**config.mk**
```make
export PLATFORM = sky130hd
export DESIGN_NAME = dmem_controller
export DESIGN_NICKNAME = d
export VERILOG_FILES = /design/src/rtl/dmem_controller.sv
export SDC_FILE = /design/constraint.sdc
export NUM_CORES = 1
export LEC_CHECK = 0
export CAP_MARGIN = 30
export CORE_MARGIN = 3
export CORE_UTILIZATION = 40
export DETAILED_ROUTE_END_ITERATION = 8
export DONT_BUFFER_PORTS = 1
export PLACE_DENSITY = 0.56
export SLEW_MARGIN = 15
export SYNTH_ARGS = -nofsm -noshare
export SYNTH_HDL_FRONTEND = slang
export SYNTH_SLANG_ARGS = --single-unit
```
**constraint.sdc**
```tcl
create_clock -name clk -period 1.7 [get_ports clk]
set_input_delay 0.255 -clock clk [delete_from_list [all_inputs] [get_ports clk]]
set_output_delay 0.255 -clock clk [all_outputs]
set_load 0.01 [all_outputs]
```
**src/rtl/dmem_controller.sv**
```systemverilog
// -----------------------------------------------------------------------------
// dmem_controller
//
// Purpose:
//   Data-memory access controller between the datapath DM_* port and a
//   variable-latency data memory using a req/ack handshake. While a load or
//   store is outstanding it stalls the pipeline. It returns load data on
//   DM_readData and raises sticky flags for misaligned or timed-out accesses.
//
// Parameters:
//   N        data and address width (bits)
//   TIMEOUT  max cycles in REQ without mem_ack before abort (>= 2)
//
// Ports:
//   clk             clock, rising edge
//   reset           asynchronous active-low reset
//   DM_addr         byte address from datapath
//   DM_writeData    store data from datapath
//   DM_writeEnable  store request (wins if both enables are set)
//   DM_readEnable   load request
//   DM_readData     load data, non-zero only in DONE
//   stall           hold PC and pipeline while 1
//   err_clear       clears both sticky flags (a same-cycle set wins)
//   err_misalign    sticky: access with DM_addr[2:0] != 0
//   err_timeout     sticky: memory did not ack within TIMEOUT cycles
//   mem_req         memory request, high for the whole REQ state
//   mem_we          1 = write, 0 = read
//   mem_addr        registered address
//   mem_wdata       registered store data
//   mem_ack         single-cycle completion pulse from memory
//   mem_rdata       read data, valid in the mem_ack cycle
// -----------------------------------------------------------------------------
module dmem_controller #(
    parameter int N       = 64,
    parameter int TIMEOUT = 16
) (
    input  logic         clk,
    input  logic         reset,
    input  logic [N-1:0] DM_addr,
    input  logic [N-1:0] DM_writeData,
    input  logic         DM_writeEnable,
    input  logic         DM_readEnable,
    output logic [N-1:0] DM_readData,
    output logic         stall,
    input  logic         err_clear,
    output logic         err_misalign,
    output logic         err_timeout,
    output logic         mem_req,
    output logic         mem_we,
    output logic [N-1:0] mem_addr,
    output logic [N-1:0] mem_wdata,
    input  logic         mem_ack,
    input  logic [N-1:0] mem_rdata
);

    localparam int CNT_W = $clog2(TIMEOUT) + 1;

    typedef enum logic [1:0] {
        IDLE = 2'd0,
        REQ  = 2'd1,
        DONE = 2'd2
    } state_t;

    state_t             state_q, state_d;
    logic [CNT_W-1:0]   cnt_q, cnt_d;
    logic [N-1:0]       rdata_q, rdata_d;
    logic               mem_we_q, mem_we_d;
    logic [N-1:0]       mem_addr_q, mem_addr_d;
    logic [N-1:0]       mem_wdata_q, mem_wdata_d;
    logic               err_mis_q, err_mis_d;
    logic               err_to_q, err_to_d;

    logic               access;
    logic               aligned;
    logic               stall_c;
    logic               set_mis;
    logic               set_to;

    assign access  = DM_readEnable | DM_writeEnable;
    assign aligned = (DM_addr[2:0] == 3'b000);

    always_ff @(posedge clk or negedge reset) begin
        if (!reset) begin
            state_q     <= IDLE;
            cnt_q       <= '0;
            rdata_q     <= '0;
            mem_we_q    <= 1'b0;
            mem_addr_q  <= '0;
            mem_wdata_q <= '0;
            err_mis_q   <= 1'b0;
            err_to_q    <= 1'b0;
        end else begin
            state_q     <= state_d;
            cnt_q       <= cnt_d;
            rdata_q     <= rdata_d;
            mem_we_q    <= mem_we_d;
            mem_addr_q  <= mem_addr_d;
            mem_wdata_q <= mem_wdata_d;
            err_mis_q   <= err_mis_d;
            err_to_q    <= err_to_d;
        end
    end

    always_comb begin
        state_d     = state_q;
        cnt_d       = cnt_q;
        rdata_d     = rdata_q;
        mem_we_d    = mem_we_q;
        mem_addr_d  = mem_addr_q;
        mem_wdata_d = mem_wdata_q;
        stall_c     = 1'b0;
        set_mis     = 1'b0;
        set_to      = 1'b0;

        case (state_q)
            IDLE: begin
                if (access) begin
                    if (aligned) begin
                        // Stall in the launch cycle itself so the datapath
                        // holds the access while the request is in flight.
                        stall_c     = 1'b1;
                        mem_we_d    = DM_writeEnable;
                        mem_addr_d  = DM_addr;
                        mem_wdata_d = DM_writeData;
                        cnt_d       = '0;
                        state_d     = REQ;
                    end else begin
                        // Misaligned: dropped; a load simply reads back 0.
                        set_mis = 1'b1;
                    end
                end
            end
            REQ: begin
                stall_c = 1'b1;
                cnt_d   = cnt_q + CNT_W'(1);
                if (mem_ack) begin
                    // Ack wins over a timeout landing in the same cycle.
                    rdata_d = mem_we_q ? '0 : mem_rdata;
                    state_d = DONE;
                end else if (cnt_q == CNT_W'(TIMEOUT - 1)) begin
                    rdata_d = '0;
                    set_to  = 1'b1;
                    state_d = DONE;
                end
            end
            DONE: begin
                // The completed access is still on DM_* this cycle, so never
                // relaunch from here.
                state_d = IDLE;
            end
            default: begin
                state_d = IDLE;
            end
        endcase

        // Sticky flags: a set in the same cycle beats err_clear.
        err_mis_d = set_mis | (err_mis_q & ~err_clear);
        err_to_d  = set_to  | (err_to_q  & ~err_clear);
    end

    // Reset gates the combinational launch stall so it is 0 while reset is held.
    assign stall        = reset & stall_c;
    assign mem_req      = (state_q == REQ);
    assign mem_we       = mem_we_q;
    assign mem_addr     = mem_addr_q;
    assign mem_wdata    = mem_wdata_q;
    assign DM_readData  = (state_q == DONE) ? rdata_q : '0;
    assign err_misalign = err_mis_q;
    assign err_timeout  = err_to_q;

endmodule

```
==> metrics.md, run 1 <==
| Metric | Value |
|---|---|
| Slew headroom | `63.3%` |
| Die span in x | `between 150 and 200 um` |
| Dominant cell type by area after synthesis | `dfrtp_1` |
| CP Buf/Inv Count | `3` |
| I/O pins | `~400` |
| Fin nets | `1090` |
| Part of the cycle the worst path needs | `113%` |
| Max-cap violation count | `0` |
| Layout cells sized above 1 | `roughly 24%` |
| RSZ-0062 raised after global routing | `true` |
| Worst-path clk slew | `roughly 0.060 ns` |
| Initial Util | `about two fifths` |
| Yosys reg bits | `~200` |
| Detailed Routing Iterations Pass 1 | `4` |
| Worst Setup SP | `state_q[0]` |
| Post-Place Worst Slack | `-0.229 ns` |
| WP data required | `around 1.4 ns` |
| CP arrival | `approximately 1.7 ns` |
| # H-tree levels | `1` |
| Worst Setup End Kind | `primary output` |
| CP Cell Sequence | `buf_6 -> nor2b_4 -> buf_4 -> buf_12 -> and2_4` |
| CP Capture Point | `DM_readData[62]` |
| Avg WL per Cell | `about 22 um` |
| Total congestion overflow | `0` |
| Status | `finished, violations left` |
| Chip height | `152 um` |
| Clock Sinks | `just over 200` |
| Die Footprint | `about 23000 sq um` |
| Failing checks | `negative hold slack, negative setup slack` |
| Synth Cell Area | `around 8500 sq um` |
| WL final | `between 20000 and 30000 um` |
| Via-per-instance ratio | `about 5.3` |
| Final ANT Viol Nets | `0` |
| Hold_ws | `-0.544 ns` |
| Startpoint types | `flop` |
| Crit-path slowest cell | `dfrtp_1` |
| Cts hold-fix bufs | `between 150 and 200` |
| Final total power | `approximately 15000 uW` |
| Syn nets | `between 800 and 900` |
| Finished Core Util | `between 50 and 60%` |
| Yosys warning total | `0` |
| CTS Buf Count | `22` |
| Root Driver | `clkbuf_16` |
| Synthesized netlist cell count | `674` |
| Register area share after synthesis | `59.4%` |
| Synth-to-Final Area Change | `44.8%` |
| Clock Latency Late Sink | `approximately 0.50 ns` |
| Net Sw Power | `4430 uW` |
| Vias in the first global route | `roughly 6800` |
| Logic pwr share | `approximately 18%` |
| Library cells used by synthesis | `29` |
| Power Dens Cells | `roughly 1300 nW/um^2` |
| Family with the most delay on the worst path | `buffers and inverters` |
| Total track usage | `21.6%` |
| Hpwl dp | `15400 um` |
| Syn Area/Cell | `between 10 and 15 sq um` |
| Longest Clk Path Bufs | `3` |
| Crit Path Max Fanout | `17` |
| DP Cell Count | `925` |
| Worst R2R End | `mem_addr[59]` |
| Seq pwr share | `roughly half` |
| Fin worst setup slack | `-0.218 ns` |
| Cell count along the critical path | `5` |
| Reg2reg start | `state_q[1]` |
| Placer Congestion | `0.804` |
| First-pass GRT wire length | `40300 um` |
| R2R cell count | `6` |
| Final setup fails | `~200` |
| Total leakage power | `~0.0054 uW` |
| Worst path max stage delay | `about 0.4 ns` |
| Pins Over Slew Limit | `0` |
| Largest net degree at the start of global routing | `~200` |
| Initial antenna violation count | `1` |
| Crit Path Category | `flop to primary output` |
| DRC viols | `0` |
| Switch share | `between 20% and 30%` |
| Worst Hold Class | `primary input to async pin` |
| FF-to-FF setup slack | `-0.19 ns` |
| Non-filler cells, final | `about 1200` |
| Maximum vdd ir drop | `between 800 and 900 uV` |
| Achievable Freq | `about 520 MHz` |
| Initial DRC count | `276` |
| Final hold violation count | `slightly above 200` |
| Clk pwr share | `32.6%` |
| Synth area leaders | `dfrtp_1, mux2_1, nand4b_1` |
| TritonCTS clock tree | `yes` |
| Cell Rows | `between 50 and 60` |
| Top-area cell type share of the netlist area | `59.4%` |
| Clock Skew | `between 0.008 and 0.009 ns` |
| I/O Buffers | `0` |
| Worst-Margin Slew | `0.548 ns` |
| Internal power | `~11000 uW` |
| Vias | `6182` |
| Core area | `between 20000 and 25000 sq um` |
| Minimum clock period | `approximately 1.9 ns` |
[metal layers]
layer | track usage (%) | share of wire [%]
met1 | 25.2 | 38
met2 | 38.8 | 51
met3 | 5.43 | 7.3
met4 | 7.62 | 3.6
met5 | 0 | 0
[placed cells by master (no fill, tap or decap), types with 2 or more instances in the layout]
cell type	count
clkbuf_8	7
buf_4	25
mux2_4	42
ha_1	2
nor2_4	3
nand4b_1	64
mux2_2	15
buf_8	2
o21ai_0	66
dlygate4sd3_1	192
buf_6	5
buf_12	13
mux2_1	69
dfrtp_1	202
nor2b_1	5
buf_16	2
a22o_1	2
inv_1	66
and2_4	64
clkinv_2	4
o21ai_1	2
nand2_1	5
nor2_1	2
o22ai_1	2
clkbuf_1	2
clkbuf_16	23
nor3_1	2
bufinv_16	3
[state kept, by name, indices dropped and copies added (netlist names)]
register and flops:
err_timeout 1, cnt_q 5, mem_addr 64, rdata_q 64, mem_we 1, mem_wdata 64
err_misalign 1, state_q 2
[power by group through the flow]
stage | Clock [uW] | Combinational [uW] | Sequential [uW]
global placement | 0 | 1780 | 7630
global route | 5360 | 2970 | 7840
finish | 5040 | 2700 | 7710
CTS | 5150 | 2540 | 7640
floorplan | 0 | 1470 | 7280
detailed placement | 0 | 1890 | 7650
[cells by family after synthesis]
logic type / synth area share, %
buf+inv: 6.13
fa+ha+maj: 0.294
flops: 59.4
simple gates: 12.9
xor+xnor: 0.103
mux: 16.7
compound gates: 4.54
[per-stage QoR]
step / setup TNS (ns) / hold slack (ns) / cell area, sq um
finish: -27.95 / -0.544 / 12300
detailed placement: -18.69 / -0.0371 / 8980
global placement: -39.72 / -0.0358 / 8960
floorplan: 0 / -0.0406 / 8520
CTS: -29.90 / -0.570 / 12200
global route: -44.16 / -0.569 / 12300
[synth_stat cells (all sizes together)]
cell,count
nand2b,1
nand2,5
o21ai,68
nor3,3
o22ai,2
mux2,126
nor2b,6
or2,1
nand3,1
dfrtp,202
and3,1
nor2,4
o311ai,1
buf,15
nand4b,64
inv,67
xor2,1
o21a,1
ha,2
a22o,2
and2,64
nor4,1
or3,1
clkbuf,35
[final cells by class]
cell class / count / area, sq um
clock buffer: 31 / 654
antenna: 1 / 2.50
tap: 270 / 338
inverter: 67 / 259
sequential: 202 / 5050
multi-input combinational: 356 / 3320
fill: 1509 / 8230
timing repair buffer: 241 / 2570
clock inverter: 9 / 134
[worst min path at each step]
stage | slack (ns) | start | end
floorplan | -0.04 | reset | cnt_q[0]
global placement | -0.04 | reset | mem_wdata[43]
detailed placement | -0.04 | reset | mem_addr[35]
CTS | -0.57 | reset | mem_addr[35]
global route | -0.57 | reset | mem_wdata[37]
finish | -0.54 | reset | mem_wdata[37]
[repair_timing]
action                                  CTS  global route
buffers inserted                         13             1
resized for setup                       113            27
cloned                                    5             1
endpoints found under the hold margin   394           202
endpoints found under the setup margin  216           256
pin swaps                                29             9
No activity file was read; power rests on OpenSTA's default activity.
==> run 2, diff against run 1 <==
--- a/config.mk
+++ b/config.mk
@@ -10,6 +10,7 @@
 export CORE_UTILIZATION = 40
 export DETAILED_ROUTE_END_ITERATION = 8
 export DONT_BUFFER_PORTS = 1
+export HOLD_SLACK_MARGIN = 0.12
 export PLACE_DENSITY = 0.56
 export SLEW_MARGIN = 15
 export SYNTH_ARGS = -nofsm -noshare
==> metrics.md, run 2 (same netlist as run 1, synthesis figures left out) <==
| Metric | Value |
|---|---|
| Detailed Routing Iterations Pass 1 | `4 (unchanged)` |
| Clock Skew | `0.00771 ns (was 0.00873 ns)` |
| Synth-to-Final Area Change | `44.6% (was 44.8%)` |
| Die Footprint | `23100 sq um (unchanged)` |
| Longest Clk Path Bufs | `3 (unchanged)` |
| Fill count | `1513 (was 1509)` |
| Fin worst setup slack | `-0.220 ns (was -0.218 ns)` |
| Non-filler cells, final | `1177 (unchanged)` |
| Minimum clock period | `1.92 ns (about the same)` |
| Worst Hold Class | `primary input to async pin (unchanged)` |
| Commonest non-fill, non-tap cell in the layout | `dfrtp_1 (unchanged)` |
| DP Cell Count | `925 (unchanged)` |
| Maximum vdd ir drop | `856 uV (about the same)` |
| # H-tree levels | `1 (unchanged)` |
| Final setup fails | `191 (was 195)` |
| Die span in x | `152 um (unchanged)` |
| Worst-Margin Slew | `0.544 ns (was 0.548 ns)` |
| Total leakage power | `0.00541 uW (about the same)` |
| Root Driver | `clkbuf_16 (unchanged)` |
| Internal power | `11000 uW (about the same)` |
| Clock Sinks | `202 (unchanged)` |
| DRC viols | `0 (unchanged)` |
| Fin area | `12300 sq um (about the same)` |
| Seq pwr share | `49.8% (was 49.9%)` |
| Switch share | `28.7% (about the same)` |
| Pins Over Slew Limit | `0 (unchanged)` |
| Failing checks | `negative hold slack, negative setup slack (unchanged)` |
| Avg WL per Cell | `22.4 um (was 22.5 um)` |
| Hpwl dp | `15400 um (unchanged)` |
| Core area | `20600 sq um (unchanged)` |
| Total congestion overflow | `0 (unchanged)` |
| Total track usage | `21.6% (about the same)` |
| WP data required | `1.44 ns (about the same)` |
| TritonCTS clock tree | `yes (unchanged)` |
| Largest net degree at the start of global routing | `204 (unchanged)` |
| Via-per-instance ratio | `5.20 (was 5.25)` |
| Part of the cycle the worst path needs | `113% (about the same)` |
| Startpoint types | `flop (unchanged)` |
| Slew headroom | `63.6% (was 63.3%)` |
| Max-cap violation count | `0 (unchanged)` |
| Layout cells sized above 1 | `24.2% (was 24.1%)` |
| Placer Congestion | `0.804 (unchanged)` |
| First-pass GRT wire length | `40200 um (was 40300 um)` |
| CTS Buf Count | `22 (unchanged)` |
| Crit Path Max Fanout | `17 (unchanged)` |
| Cell Rows | `52 (unchanged)` |
| Status | `finished, violations left (unchanged)` |
| Worst-path clk slew | `0.06 ns (about the same)` |
| CP arrival | `1.67 ns (was 1.66 ns)` |
| Initial antenna violation count | `1 (unchanged)` |
| RSZ-0062 raised after global routing | `true (unchanged)` |
| Worst Setup End Kind | `primary output (unchanged)` |
| Commonest cells after routing, fill and taps aside | `dfrtp_1, dlygate4sd3_1, mux2_1 (unchanged)` |
| Clock Latency Late Sink | `0.50 ns (about the same)` |
| Final hold violation count | `202 (unchanged)` |
| Chip height | `152 um (unchanged)` |
| Logic pwr share | `17.6% (was 17.5%)` |
| Final ANT Viol Nets | `0 (unchanged)` |
| Crit Path Category | `flop to primary output (unchanged)` |
| WL final | `26400 um (about the same)` |
| Achievable Freq | `521 MHz (about the same)` |
| Vias in the first global route | `6823 (was 6830)` |
| I/O Buffers | `0 (unchanged)` |
| Net Sw Power | `4430 uW (about the same)` |
| Fin nets | `1090 (unchanged)` |
| Finished Core Util | `59.9% (was 60.0%)` |
| Placed cell areas | `8980 sq um (unchanged)` |
| Power Dens Cells | `1250 nW/um^2 (about the same)` |
| Hold_ws | `-0.543 ns (was -0.544 ns)` |
| Initial DRC count | `281 (was 276)` |
| Cts hold-fix bufs | `192 (was 193)` |
| Vias | `6118 (was 6182)` |
| Clk pwr share | `32.5% (was 32.6%)` |
| Initial Util | `41.4% (unchanged)` |
| FF-to-FF setup slack | `-0.20 ns (was -0.19 ns)` |
| I/O pins | `395 (unchanged)` |
==> run 2: cell types whose count changed in the layout (fill, tap and decap cells not counted) <==
cell / change
o21ai_0: -27
o21ai_1: +27
mux2_4: -3
mux2_2: +2
buf_4: +1
dlygate4sd3_1: -1
ha_1: -1
ha_2: +1
mux2_1: +1
==> run 2: per-stage QoR <==
stage | hold slack (ns) | setup WS [ns] | power, uW | setup TNS (ns)
2_1_floorplan | -0.0406 | 0.0216 | 8750 | 0
3_3_place_gp | -0.0358 | -0.461 | 9410 | -39.72
3_5_place_dp | -0.0371 | -0.229 | 9540 | -18.69
4_1_cts | -0.570 | -0.209 | 15300 | -29.90
5_1_grt | -0.569 | -0.283 | 16200 | -39.99
6_report | -0.543 | -0.220 | 15500 | -28.25
==> run 2: layout make-up <==
class / instances / area (sq um) / area share (%)
antenna: 1 / 2.50 / 0.0203
clock buffer: 31 / 654 / 5.31
clock inverter: 9 / 134 / 1.09
inverter: 67 / 259 / 2.10
multi-input combinational: 356 / 3310 / 26.9
sequential: 202 / 5050 / 41.0
tap: 270 / 338 / 2.74
timing repair buffer: 241 / 2570 / 20.8
==> run 2: critical path, cell delays in order, from the launching register on <==
cell	delay, ns
dfrtp_1	0.40
buf_6	0.13
nor2b_4	0.16
buf_4	0.15
buf_12	0.14
and2_4	0.18
==> run 2: power groups by stage <==
stage          Combinational, uW  Clock [uW]  Sequential [uW]
4_1_cts                     2540        5150             7640
6_report                    2720        5030             7700
3_3_place_gp                1780           0             7630
2_1_floorplan               1470           0             7280
5_1_grt                     3000        5360             7840
3_5_place_dp                1890           0             7650
==> run 2: final timing paths <==
kind                        startpoint               to  cells after the start
max reg2reg                 state_q[1]     mem_addr[59]                      6
max                         state_q[0]  DM_readData[62]                      5
min reg2reg                rdata_q[29]      rdata_q[29]                      2
min                              reset    mem_wdata[37]                      0
min in group clk               mem_ack      rdata_q[49]                      3
max in group asynchronous        reset         cnt_q[1]                      0
==> run 2: timing repair <==
| action | in CTS | in global routing |
|---|---|---|
| endpoints found under the setup margin | 216 | 257 |
| hold endpoints to repair | 396 | 202 |
| cloned | 5 | 1 |
| pin swaps | 29 | 10 |
| resized for setup | 113 | 52 |
| buffers inserted | 13 | 2 |
==> run 2: routing by layer <==
layer,GRT usage [%],vias up,wire (um)
met3,5.43,65,1920
met1,25.3,3018,9880
li1,-,2731,-
met5,0,-,0
met4,7.62,0,904
met2,38.4,304,13700
==> run 3, diff against run 2 <==
--- a/config.mk
+++ b/config.mk
@@ -11,7 +11,7 @@
 export DETAILED_ROUTE_END_ITERATION = 8
 export DONT_BUFFER_PORTS = 1
 export HOLD_SLACK_MARGIN = 0.12
-export PLACE_DENSITY = 0.56
+export PLACE_DENSITY = 0.54
 export SLEW_MARGIN = 15
 export SYNTH_ARGS = -nofsm -noshare
 export SYNTH_HDL_FRONTEND = slang
==> constraint.sdc (replaced) <==
create_clock -name clk -period 2.3 [get_ports clk]
set_input_delay 0.345 -clock clk [delete_from_list [all_inputs] [get_ports clk]]
set_output_delay 0.345 -clock clk [all_outputs]
set_load 0.01 [all_outputs]
==> metrics.md, run 3 <==
| Metric | Value |
|---|---|
| Err | `[ERROR RSZ-0060] Max buffer count reached.` |
| Synthesized netlist cell count | `674 (unchanged)` |
| Cts hold-fix bufs | `191 (was 192)` |
| # H-tree levels | `1 (unchanged)` |
| Placed cell areas | `8790 sq um (was 8980 sq um)` |
| Post_cts resized | `2 (was 113)` |
| Commonest cells in the netlist | `dfrtp_1, mux2_1, o21ai_0 (unchanged)` |
| Most frequent cell after synthesis | `dfrtp_1 (unchanged)` |
| Top-area cell type share of the netlist area | `59.4% (unchanged)` |
| Syn Area/Cell | `12.6 sq um (unchanged)` |
| Yosys warning total | `0 (unchanged)` |
| Setup bufs post-CTS | `0 (was 13)` |
| Cell Rows | `52 (unchanged)` |
| Hpwl dp | `16000 um (was 15400 um)` |
| Initial Util | `41.4% (unchanged)` |
| Library cells used by synthesis | `29 (unchanged)` |
| Synth Cell Area | `8510 sq um (unchanged)` |
| Placer Congestion | `0.830 (was 0.804)` |
| Halt Stage | `clock tree synthesis` |
| Chip height | `152 um (unchanged)` |
| Clock Sinks | `202 (unchanged)` |
| Longest Clk Path Bufs | `3 (unchanged)` |
| Status | `did not finish (was finished, violations left)` |
| Post-synth EDFFs | `0 (unchanged)` |
| Register area share after synthesis | `59.4% (unchanged)` |
| Post-Place Worst Slack | `0.203 ns (was -0.229 ns)` |
| CTS Buf Count | `22 (unchanged)` |
| Ys flop type | `dfrtp_1 (unchanged)` |
| Async S/R FF share, synth | `100% (unchanged)` |
| Yosys reg bits | `202 (unchanged)` |
| Syn nets | `874 (unchanged)` |
| I/O Buffers | `0 (unchanged)` |
| Die span in x | `152 um (unchanged)` |
| Dominant cell type by area after synthesis | `dfrtp_1 (unchanged)` |
| Synth area leaders | `dfrtp_1, mux2_1, nand4b_1 (unchanged)` |
| Root Driver | `clkbuf_16 (unchanged)` |
| I/O pins | `395 (unchanged)` |
## run 3: logic make-up after synthesis
logic type | synth area share (%)
mux | 16.7
xor+xnor | 0.103
fa+ha+maj | 0.294
compound gates | 4.54
flops | 59.4
simple gates | 12.9
buf+inv | 6.13
## run 3: stage by stage
stage | std cells | utilization, %
detailed placement | 910 | 42.8
global placement | 910 | 42.8
floorplan | 674 | -
==> run 4, diff against run 3 <==
--- a/config.mk
+++ b/config.mk
@@ -7,11 +7,10 @@
 export LEC_CHECK = 0
 export CAP_MARGIN = 30
 export CORE_MARGIN = 3
-export CORE_UTILIZATION = 40
+export CORE_UTILIZATION = 25
 export DETAILED_ROUTE_END_ITERATION = 8
 export DONT_BUFFER_PORTS = 1
-export HOLD_SLACK_MARGIN = 0.12
-export PLACE_DENSITY = 0.54
+export PLACE_DENSITY_LB_ADDON = 0.15
 export SLEW_MARGIN = 15
 export SYNTH_ARGS = -nofsm -noshare
 export SYNTH_HDL_FRONTEND = slang
==> metrics.md, run 4 (same netlist as run 1, synthesis figures left out) <==
| Metric | Value |
|---|---|
| Detailed Routing Iterations Pass 1 | `4` |
| RSZ-0062 raised after global routing | `false` |
| # H-tree levels | `1 (unchanged)` |
| Vias in the first global route | `around 6600` |
| Cts hold-fix bufs | `162 (was 191)` |
| TNS Setup | `0 ns` |
| Family with the most delay on the worst path | `flip-flops` |
| Commonest non-fill, non-tap cell in the layout | `dfrtp_1` |
| Initial antenna violation count | `1` |
| R2R cell count | `6` |
| Largest net degree at the start of global routing | `204` |
| Antenna cell count | `0` |
| Status | `finished, violations left (was did not finish)` |
| Worst Hold Class | `primary input to async pin` |
| Failing checks | `negative hold slack` |
| Final ANT Viol Nets | `0` |
| Max-cap violation count | `0` |
| Cell count along the critical path | `3` |
| Total congestion overflow | `0` |
| Slew headroom | `between 60 and 70%` |
| CP Buf/Inv Count | `1` |
| Initial DRC count | `between 150 and 200` |
| Crit-path slowest cell | `dfrtp_1` |
| DRC viols | `0` |
| Total leakage power | `0.00484 uW` |
| Chip height | `191 um (was 152 um)` |
| CP Cell Sequence | `nand2b_2 -> inv_4 -> o21a_1` |
| Hpwl dp | `16500 um (was 16000 um)` |
| Crit Path Category | `flop to primary output` |
| Fin nets | `1026` |
| Placer Congestion | `0.714 (was 0.830)` |
| Via-per-instance ratio | `4.56` |
| Worst path max stage delay | `0.46 ns` |
| Clock Sinks | `202 (unchanged)` |
| Post-Place Worst Slack | `0.151 ns (was 0.203 ns)` |
| Hold_ws | `-0.459 ns` |
| Final hold violation count | `about 200` |
| Maximum vdd ir drop | `approximately 440 uV` |
| Worst-Margin Slew | `roughly 0.58 ns` |
| WL final | `~25000 um` |
| Synth-to-Final Area Change | `35.0%` |
| Root Driver | `clkbuf_16 (unchanged)` |
| CTS Buf Count | `24 (was 22)` |
| Layout cells sized above 1 | `10.4%` |
| Die span in x | `191 um (was 152 um)` |
| Initial Util | `25.8% (was 41.4%)` |
| First-pass GRT wire length | `around 38000 um` |
| Fill count | `3244` |
| Clock Latency Late Sink | `just over 0.5 ns` |
| Power Dens Cells | `962 nW/um^2` |
| Clock Skew | `between 0.01 and 0.015 ns` |
| Minimum clock period | `~2.1 ns` |
| Vias | `5854` |
| TritonCTS clock tree | `yes` |
| Longest Clk Path Bufs | `3 (unchanged)` |
| Die Footprint | `36300 sq um` |
| Total track usage | `13.2%` |
| I/O pins | `395 (unchanged)` |
| Fin worst setup slack | `0.160 ns` |
| Startpoint types | `flop` |
| Crit Path Max Fanout | `12` |
| Multi-input logic area | `2960 sq um` |
| Avg WL per Cell | `slightly below 20 um` |
| Final setup fails | `0` |
| WP data required | `approximately 2.0 ns` |
| Core area | `roughly 33000 sq um` |
| Worst Setup End Kind | `primary output` |
| Cell Rows | `66 (was 52)` |
| I/O Buffers | `0 (unchanged)` |
| Part of the cycle the worst path needs | `roughly 93%` |
| Achievable Freq | `roughly 470 MHz` |
| Pins Over Slew Limit | `0` |
| Commonest cells after routing, fill and taps aside | `dfrtp_1, dlygate4sd3_1, mux2_1` |
| Sequential Area | `around 5100 sq um` |
| Worst-path clk slew | `roughly 0.060 ns` |
| CP arrival | `between 1.5 and 2 ns` |
==> run 4: final timing paths <==
path | start | end | slack (ns)
worst max-delay path | state_q[1] | stall | 0.16
worst min-delay path | reset | mem_addr[18] | -0.46
worst max register to register | state_q[1] | rdata_q[8] | 0.21
worst min register to register | cnt_q[4] | cnt_q[4] | 0.53
max in group asynchronous | reset | rdata_q[29] | 2.41
min in group clk | mem_rdata[41] | rdata_q[41] | 0.03
==> run 4: final cells by class <==
cell class                 instances  share of cell area [%]
sequential                       202                    44.0
multi-input combinational        355                    25.7
timing repair buffer             176                    16.2
clock buffer                      37                    6.36
tap                              442                    4.81
inverter                          67                    2.21
clock inverter                     6                   0.718
==> run 4: worst reg2reg max path: stages (launching register included) <==
cell and delay, ns:
dfrtp_1 0.46, nand2b_2 0.35, inv_4 0.21, buf_12 0.22, nand4b_1 0.15, dlygate4sd3_1 0.55, o21ai_0 0.07
==> run 4: through the flow <==
stage | power [uW] | cell area, sq um | hold slack [ns] | utilization, % | instances
after floorplan | 6460 | 8510 | 0.0494 | - | 674
after global placement | 6930 | 9010 | 0.0553 | 27.3 | 1078
after detailed placement | 7010 | 9010 | 0.0557 | 27.3 | 1078
after CTS | 11200 | 11500 | -0.497 | 34.7 | 1283
after global routing | 11700 | 11500 | -0.501 | 34.8 | 1285
final | 11100 | 11500 | -0.459 | 34.8 | 1285
==> run 4: layer usage <==
layer / GRT usage, % / vias to the layer above / wire [um]
met1: 14.8 / 2946 / 9310
li1: - / 2595 / -
met5: 0 / - / 0
met3: 3.20 / 50 / 1910
met2: 24.1 / 263 / 13100
met4: 5.00 / 0 / 955
==> run 4: timing repair <==
item	CTS	global route
gates resized for setup	1	1
setup buffers	0	1
gates cloned	0	1
endpoints found under the hold margin	360	202
setup endpoints to repair	2	23
==> run 4: power by group <==
| part | internal, uW | switching, uW | leakage (uW) |
|---|---|---|---|
| Clock | 2400 | 1470 | 0.000398 |
| Combinational | 895 | 651 | 0.00197 |
| Sequential | 4600 | 1040 | 0.00247 |
